[src/rtl/ram_seq_ctrl.sv]
// Block-transfer sequencer for a small register-file RAM. LOAD streams a
// valid/ready source into consecutive addresses; DUMP streams consecutive words to a sink.
module ram_seq_ctrl #(
  parameter int AW = 4,
  parameter int DW = 4
) (
  input  logic          clk,
  input  logic          rst,
  input  logic          start,
  input  logic          mode,
  input  logic [AW-1:0] base,
  input  logic [AW-1:0] len,
  input  logic          abort,
  input  logic [DW-1:0] in_data,
  input  logic          in_valid,
  output logic          in_ready,
  output logic [DW-1:0] out_data,
  output logic          out_valid,
  input  logic          out_ready,
  output logic          busy,
  output logic          done,
  output logic [AW-1:0] ram_addr,
  output logic          ram_wr,
  output logic [DW-1:0] ram_din,
  input  logic [DW-1:0] ram_dout
);

  typedef enum logic [1:0] {
    S_IDLE,
    S_LOAD,
    S_DUMP,
    S_DONE
  } state_e;

  // A len of zero means the whole memory, so the word counter needs one extra bit.
  localparam logic [AW:0] FULL_COUNT = {1'b1, {AW{1'b0}}};
  localparam logic [AW:0] ONE_LEFT   = {{AW{1'b0}}, 1'b1};

  state_e          state_q;
  logic [AW-1:0]   ptr_q;
  logic [AW:0]     remain_q;
  logic [DW-1:0]   out_data_q;
  logic            out_valid_q;
  logic            done_q;

  logic            dump_load;
  logic            dump_accept;

  // abort wins over a same-cycle handshake, so the RAM never sees a stray write.
  assign in_ready    = (state_q == S_LOAD) && !abort;
  assign ram_wr      = in_ready && in_valid;
  assign dump_accept = out_valid_q && out_ready;
  assign dump_load   = (!out_valid_q || out_ready) && (remain_q != '0);

  assign ram_addr  = ptr_q;
  assign ram_din   = in_data;
  assign out_data  = out_data_q;
  assign out_valid = out_valid_q;
  assign done      = done_q;
  assign busy      = (state_q != S_IDLE);

  // NOTE: every register here uses <= so all updates see pre-edge values;
  // blocking assignments would make ordering inside this block significant.
  always_ff @(posedge clk or negedge rst) begin
    if (!rst) begin
      state_q     <= S_IDLE;
      ptr_q       <= '0;
      remain_q    <= '0;
      out_data_q  <= '0;
      out_valid_q <= 1'b0;
      done_q      <= 1'b0;
    end else begin
      done_q <= 1'b0;
      case (state_q)
        S_IDLE: begin
          if (start) begin
            ptr_q    <= base;
            remain_q <= (len == '0) ? FULL_COUNT : {1'b0, len};
            state_q  <= mode ? S_DUMP : S_LOAD;
          end
        end

        S_LOAD: begin
          if (abort) begin
            state_q <= S_IDLE;
          end else if (ram_wr) begin
            ptr_q    <= ptr_q + 1'b1;
            remain_q <= remain_q - 1'b1;
            if (remain_q == ONE_LEFT) begin
              state_q <= S_DONE;
              done_q  <= 1'b1;
            end
          end
        end

        S_DUMP: begin
          if (abort) begin
            state_q     <= S_IDLE;
            out_valid_q <= 1'b0;
          end else if (dump_load) begin
            out_data_q  <= ram_dout;
            out_valid_q <= 1'b1;
            ptr_q       <= ptr_q + 1'b1;
            remain_q    <= remain_q - 1'b1;
          end else if (dump_accept) begin
            // An accept without a reload only happens once the counter is exhausted.
            out_valid_q <= 1'b0;
            state_q     <= S_DONE;
            done_q      <= 1'b1;
          end
        end

        S_DONE: begin
          state_q <= S_IDLE;
        end

        default: begin
          state_q <= S_IDLE;
        end
      endcase
    end
  end

endmodule

[config.mk]
export PLATFORM = sky130hd
export DESIGN_NAME = ram_seq_ctrl
export DESIGN_NICKNAME = d
export VERILOG_FILES = /design/src/rtl/ram_seq_ctrl.sv
export SDC_FILE = /design/constraint.sdc
export NUM_CORES = 1
export LEC_CHECK = 0
export CAP_MARGIN = 20
export CORE_ASPECT_RATIO = 0.6
export CORE_UTILIZATION = 48
export CTS_CLUSTER_SIZE = 30
export DETAILED_ROUTE_END_ITERATION = 8
export HOLD_SLACK_MARGIN = 0.12
export PLACE_DENSITY_LB_ADDON = 0.08
export SYNTH_ARGS = -nofsm -noshare
export SYNTH_HDL_FRONTEND = slang
export SYNTH_SLANG_ARGS = --single-unit
[constraint.sdc]
create_clock -name clk -period 4.4 [get_ports clk]
set_input_delay 0.66 -clock clk [delete_from_list [all_inputs] [get_ports clk]]
set_output_delay 0.66 -clock clk [all_outputs]
set_load 0.005 [all_outputs]
# Word-level counts from Yosys, hierarchy flattened
# Index checks and enable logic that the tools add are counted.
[word_totals]
ff_bits = 17
latch_bits = 0
ramBits = 0
mem_bits_ro = 0
in_bits = 23
output_inout_bits = 17
word_cells = 71
mem_count = 0
[op_classes]
add_sub_neg = 2
multipliers = 0
div = 0
n_lt_le_gt_ge = 0
n_eq_ne = 13
shift = 0
n_mux = 32
bitwise_logic = 1
n_reduce_logical = 17
[ops]
columns = ["op", "count"]
rows = [
  ["5-bit two-way mux", 6],
  ["4-bit two-way mux", 5],
  ["2-bit two-way mux", 8],
  ["5-bit case mux with 3 select lines", 1],
  ["4-bit case mux with 3 select lines", 1],
  ["2-bit inequality test, second input constant", 5],
  ["1-bit two-way mux", 9],
  ["3-bit inequality test, second input constant", 3],
  ["2-bit case mux with 4 select lines", 1],
  ["6-bit AND reduction", 1],
  ["3-bit nonzero test", 2],
  ["5-bit by 1-bit == test with 1-bit output, second input constant", 1],
  ["5-bit AND reduction", 1],
  ["5-bit nonzero test", 1],
  ["5-bit by 1-bit subtractor with 5-bit output, second input constant", 1],
  ["4-bit by 1-bit adder with 4-bit output, second input constant", 1],
  ["2-bit == test, second input constant", 2],
  ["1-bit logical AND", 4],
  ["4-bit zero test", 1],
  ["3-bit by 2-bit inequality test with 1-bit output, second input constant", 1],
  ["3-bit AND reduction", 1],
  ["2-bit by 1-bit == test with 1-bit output, second input constant", 1],
  ["1-bit zero test", 2],
  ["2-bit zero test", 1],
  ["other kinds (5)", 5],
]

# Depth between registers and ports, before layout
[logic_depth]
depth_word = 6
mapped_depth = 8
mapped_depth_nobuf = 6

# Least setup slack after synthesis
# OpenSTA, ideal clock, no wires.
[synth_timing]
kind = "register -> register"
from = "register state_q[0]"
to = "register ptr_q[3], in the netlist ram_addr[3]"
setup_time_ns = 0.135
arrival_ns = 1.681
path_slack_ns = 2.584
stages_incl_launch_ff = 8
path_buffers = 1
synth_period_minus_slack_ns = 1.816
cell_sequence = "dfrtp_1 > inv_1 > ha_1 > nor2b_1 > nor4b_2 > and2_0 > clkbuf_1 > o211ai_1"
[synth_via]
elab_chain_len = 5
[synth_lines]
columns = ["element", "line_no", "rtl"]
rows = [
  ["start: declaration", "39", "state_e state_q;"],
  ["start signal: assignment", "79", "state_q <= mode ? S_DUMP : S_LOAD;"],
  ["2-bit by 1-bit == test with 1-bit output", "50, 74", ""],
  ["1-bit logical AND", "50", "assign in_ready = (state_q == S_LOAD) && !abort;"],
  ["1-bit logical AND", "51", "assign ram_wr = in_ready && in_valid;"],
  ["2-bit inequality test (no line)", "--", ""],
  ["6-bit AND reduction (no line)", "--", ""],
  ["end signal: assignment", "77", "ptr_q <= base;"],
  ["end signal: assignment", "87", "ptr_q <= ptr_q + 1'b1;"],
  ["end signal: assignment", "103", "ptr_q <= ptr_q + 1'b1;"],
  ["end: declaration", "40", "logic [AW-1:0] ptr_q;"],
]
# Parallel ways exist; a longest one is shown, timed or not.
# A chain may end at the register's enable or synchronous reset.

# Final worst setup path
[layout_timing]
from = "input port abort"
to = "output port ram_wr"
[layout_via]
elab_chain_len = 3
[layout_lines]
columns = ["element", "line_no", "rtl"]
rows = [
  ["start: declaration", "13", "input logic abort,"],
  ["1-bit zero test", "50", ""],
  ["1-bit logical AND", "50", ""],
  ["1-bit logical AND", "51", ""],
  ["end: declaration", "23", "output logic ram_wr,"],
]
# Every way passes these cells.

==> flow_metrics.env <==
export IMPL_max_cap_viol_count=0
export IMPL_grt_ovfl_total=0
export IMPL_routedWlPerCell_um=15.9
export IMPL_rsz0062_at_grt="false"
export IMPL_status="finished, final reports clean"
export IMPL_multi_input_area_um2=604
export IMPL_cp_cell_sequence="clkdlybuf4s50_1, nor2b_1, and2_1, clkdlybuf4s50_1"
export IMPL_grt_max_degree=18
export IMPL_p_leak_nw=0.637
export IMPL_grt_pass1_wl_mm=4.25
export IMPL_critPathKind="input port to primary output"
export IMPL_slowest_stage="clkdlybuf4s50_1"
export IMPL_yosysTopAreaCellShare_pct=37.6
export IMPL_ant_nets=0
export IMPL_cp_common_cell="clkdlybuf4s50_1"
export IMPL_clk_latency_ns=0.26
export IMPL_cp_required_ns=3.74
export IMPL_gp_congestion=0.821
export IMPL_hold_viol=0
export IMPL_synth_edff_count=0
export IMPL_num_fill_cells=197
export IMPL_syn_area_um2=1130
export IMPL_area_delta_synth_final_pct=31.7
export IMPL_post_cts_setup_buffers=0
export IMPL_synth_most_common_cell="dfrtp_1"
export IMPL_ctsHoldBuffers=0
export IMPL_antenna_found_initial=0
export IMPL_numCtsBuffers=3
export IMPL_cts_sinks=17
export IMPL_vias_per_cell=5.73
export IMPL_seq_area_um2=425
export IMPL_synth_fp_nets=154
export IMPL_synth_area_leaders="dfrtp_1 38%, ha_1 7.7%, inv_1 4.6%, a21oi_1 4.4%, mux2_2 4.0%"
export IMPL_grt_pass1_vias=920
export IMPL_drive_above_1_share_pct=9.21
export IMPL_ys_warnings_count=0
export IMPL_startpoint_type="input port"
export IMPL_syn_avg_cell_area_um2=9.13
export IMPL_fin_total_pwr_mw=1.12
export IMPL_die_area_um2=2560
export IMPL_slowest_delay_ns=0.49
export IMPL_core_um2=2200
export IMPL_gr_usage_all_layers_pct=23.6
export IMPL_hold_class="flop to flop"
export IMPL_worst_setup_path_end_kind="primary output"
export IMPL_die_h_um=39.6
export IMPL_pin_count=40
export IMPL_fin_cells=182
export IMPL_tightest_slew_ns=0.786
export IMPL_wl_mm=2.89
export IMPL_cts_resized=0
export IMPL_port_buffer_count=31
export IMPL_fin_setup_tns_ns=0
export IMPL_remaining_drc_errors=0
export IMPL_min_period_ns=2.68
export IMPL_rows=13
export IMPL_hold_path_depth=1
export IMPL_worstRegToRegCells=7
export IMPL_n_antenna_cell=0
export IMPL_vias=1043
export IMPL_powerDensity_nw_per_um2=750
export IMPL_max_slew_margin_pct=47.4
export IMPL_layout_nets=183
export IMPL_cts_max_level=1
export IMPL_ys_top_cells_by_count="17 x dfrtp_1, 14 x inv_1, 10 x a21oi_1"
export IMPL_ys_ff_latch=17
export IMPL_critPathArrivalTime_ns=2.02
export IMPL_placed_cells=178
export IMPL_ys_dominant_reg_cell="dfrtp_1"
export IMPL_fp_dieW_um=64.7
export IMPL_synth_async_reset_ratio_pct=100
export IMPL_fmax_mhz=373
export IMPL_clockBufferDepth=2
export IMPL_period_share_pct=60.9
export IMPL_drtPass1Iterations=4
export IMPL_path_clk_slew_ns=0.06
export IMPL_yosys_area_top_type="dfrtp_1"
export IMPL_clock_skew_ns=0.00445
export IMPL_drtIter0Drc=67
export IMPL_cts_root_buf="clkbuf_8"
export IMPL_finalSetupViolCount=0
export IMPL_syn_inst=124
export IMPL_slew_viol_final=0
export IMPL_ir_drop_v=0.000364
export IMPL_ys_seq_area_share_pct=37.6
export IMPL_cp_max_fo=5
export IMPL_initial_core_util_pct=51.6
export IMPL_cts_tree="yes"
export IMPL_place_hpwl_mm=2.19
export IMPL_ys_types=33
==> cells by family after synthesis <==
kind of cell	after synthesis	share of synthesized area, %
and+or+nand+nor	41	22.8
DFF	17	37.6
AOI/OAI and AO/OA	28	15.4
muxes	8	7.51
adders and majority gates	7	7.73
buffers and inverters	23	9.06
==> worst max-delay path: cells and delay by family <==
family                 cells  cell delay (ns)
buffers and inverters      2             0.97
and+or+nand+nor            2             0.38
==> layout by cell type, fill, tap and decap left out, drive strengths merged, types with 5 or more instances in the layout <==
cell	n
a21oi	10
clkdlybuf4s50	31
dfrtp	17
ha	7
inv	14
nand3	8
nor2	5
nor3	8
o21ai	5
==> metal layers <==
metal / global-route usage (%) / up-vias / share of wire [%]
li1: - / 496 / -
met1: 30.9 / 491 / 46
met2: 38.8 / 53 / 45
met3: 6.98 / 3 / 8.1
met4: 5.00 / 0 / 0.45
met5: 0 / - / 0
==> cell type report <==
type | instances | share of cell area (%)
Sequential cell | 17 | 28.5
Inverter | 14 | 3.52
Timing Repair Buffer | 33 | 21.8
Tap cell | 30 | 2.52
Multi-Input combinational cell | 84 | 40.5
Clock buffer | 3 | 2.77
Clock inverter | 1 | 0.336
==> stage by stage <==
stage          setup slack [ns]  util (%)  hold slack, ns  area (um2)
2_1_floorplan              2.58         -           0.364        1130
3_3_place_gp               1.78      65.8           0.488        1450
3_5_place_dp               1.73      65.8           0.495        1450
4_1_cts                    1.73      67.9           0.511        1490
5_1_grt                    1.66      67.9           0.532        1490
6_report                   1.72      67.9           0.506        1490
==> flip-flops by register name, summed over array words and instances (netlist names) <==
name,flops
ram_addr,4
out_valid,1
done,1
out_data,4
state_q,2
remain_q,5
==> power by group <==
part	switching, mW	internal [mW]
Combinational	0.358	0.331
Sequential	0.0759	0.236
Clock	0.0562	0.0630
Total	0.490	0.629
==> path summary, 6_finish.rpt <==
path	from	to	slack, ns
max reg2reg	state_q[0]	remain_q[0]	2.28
min in group asynchronous	rst	state_q[0]	0.86
max	abort	ram_wr	1.72
min	out_data[3]	out_data[3]	0.51
max in group asynchronous	rst	ram_addr[0]	3.05
min reg2reg	out_data[3]	out_data[3]	0.51
(Power assumes the default switching activity.)
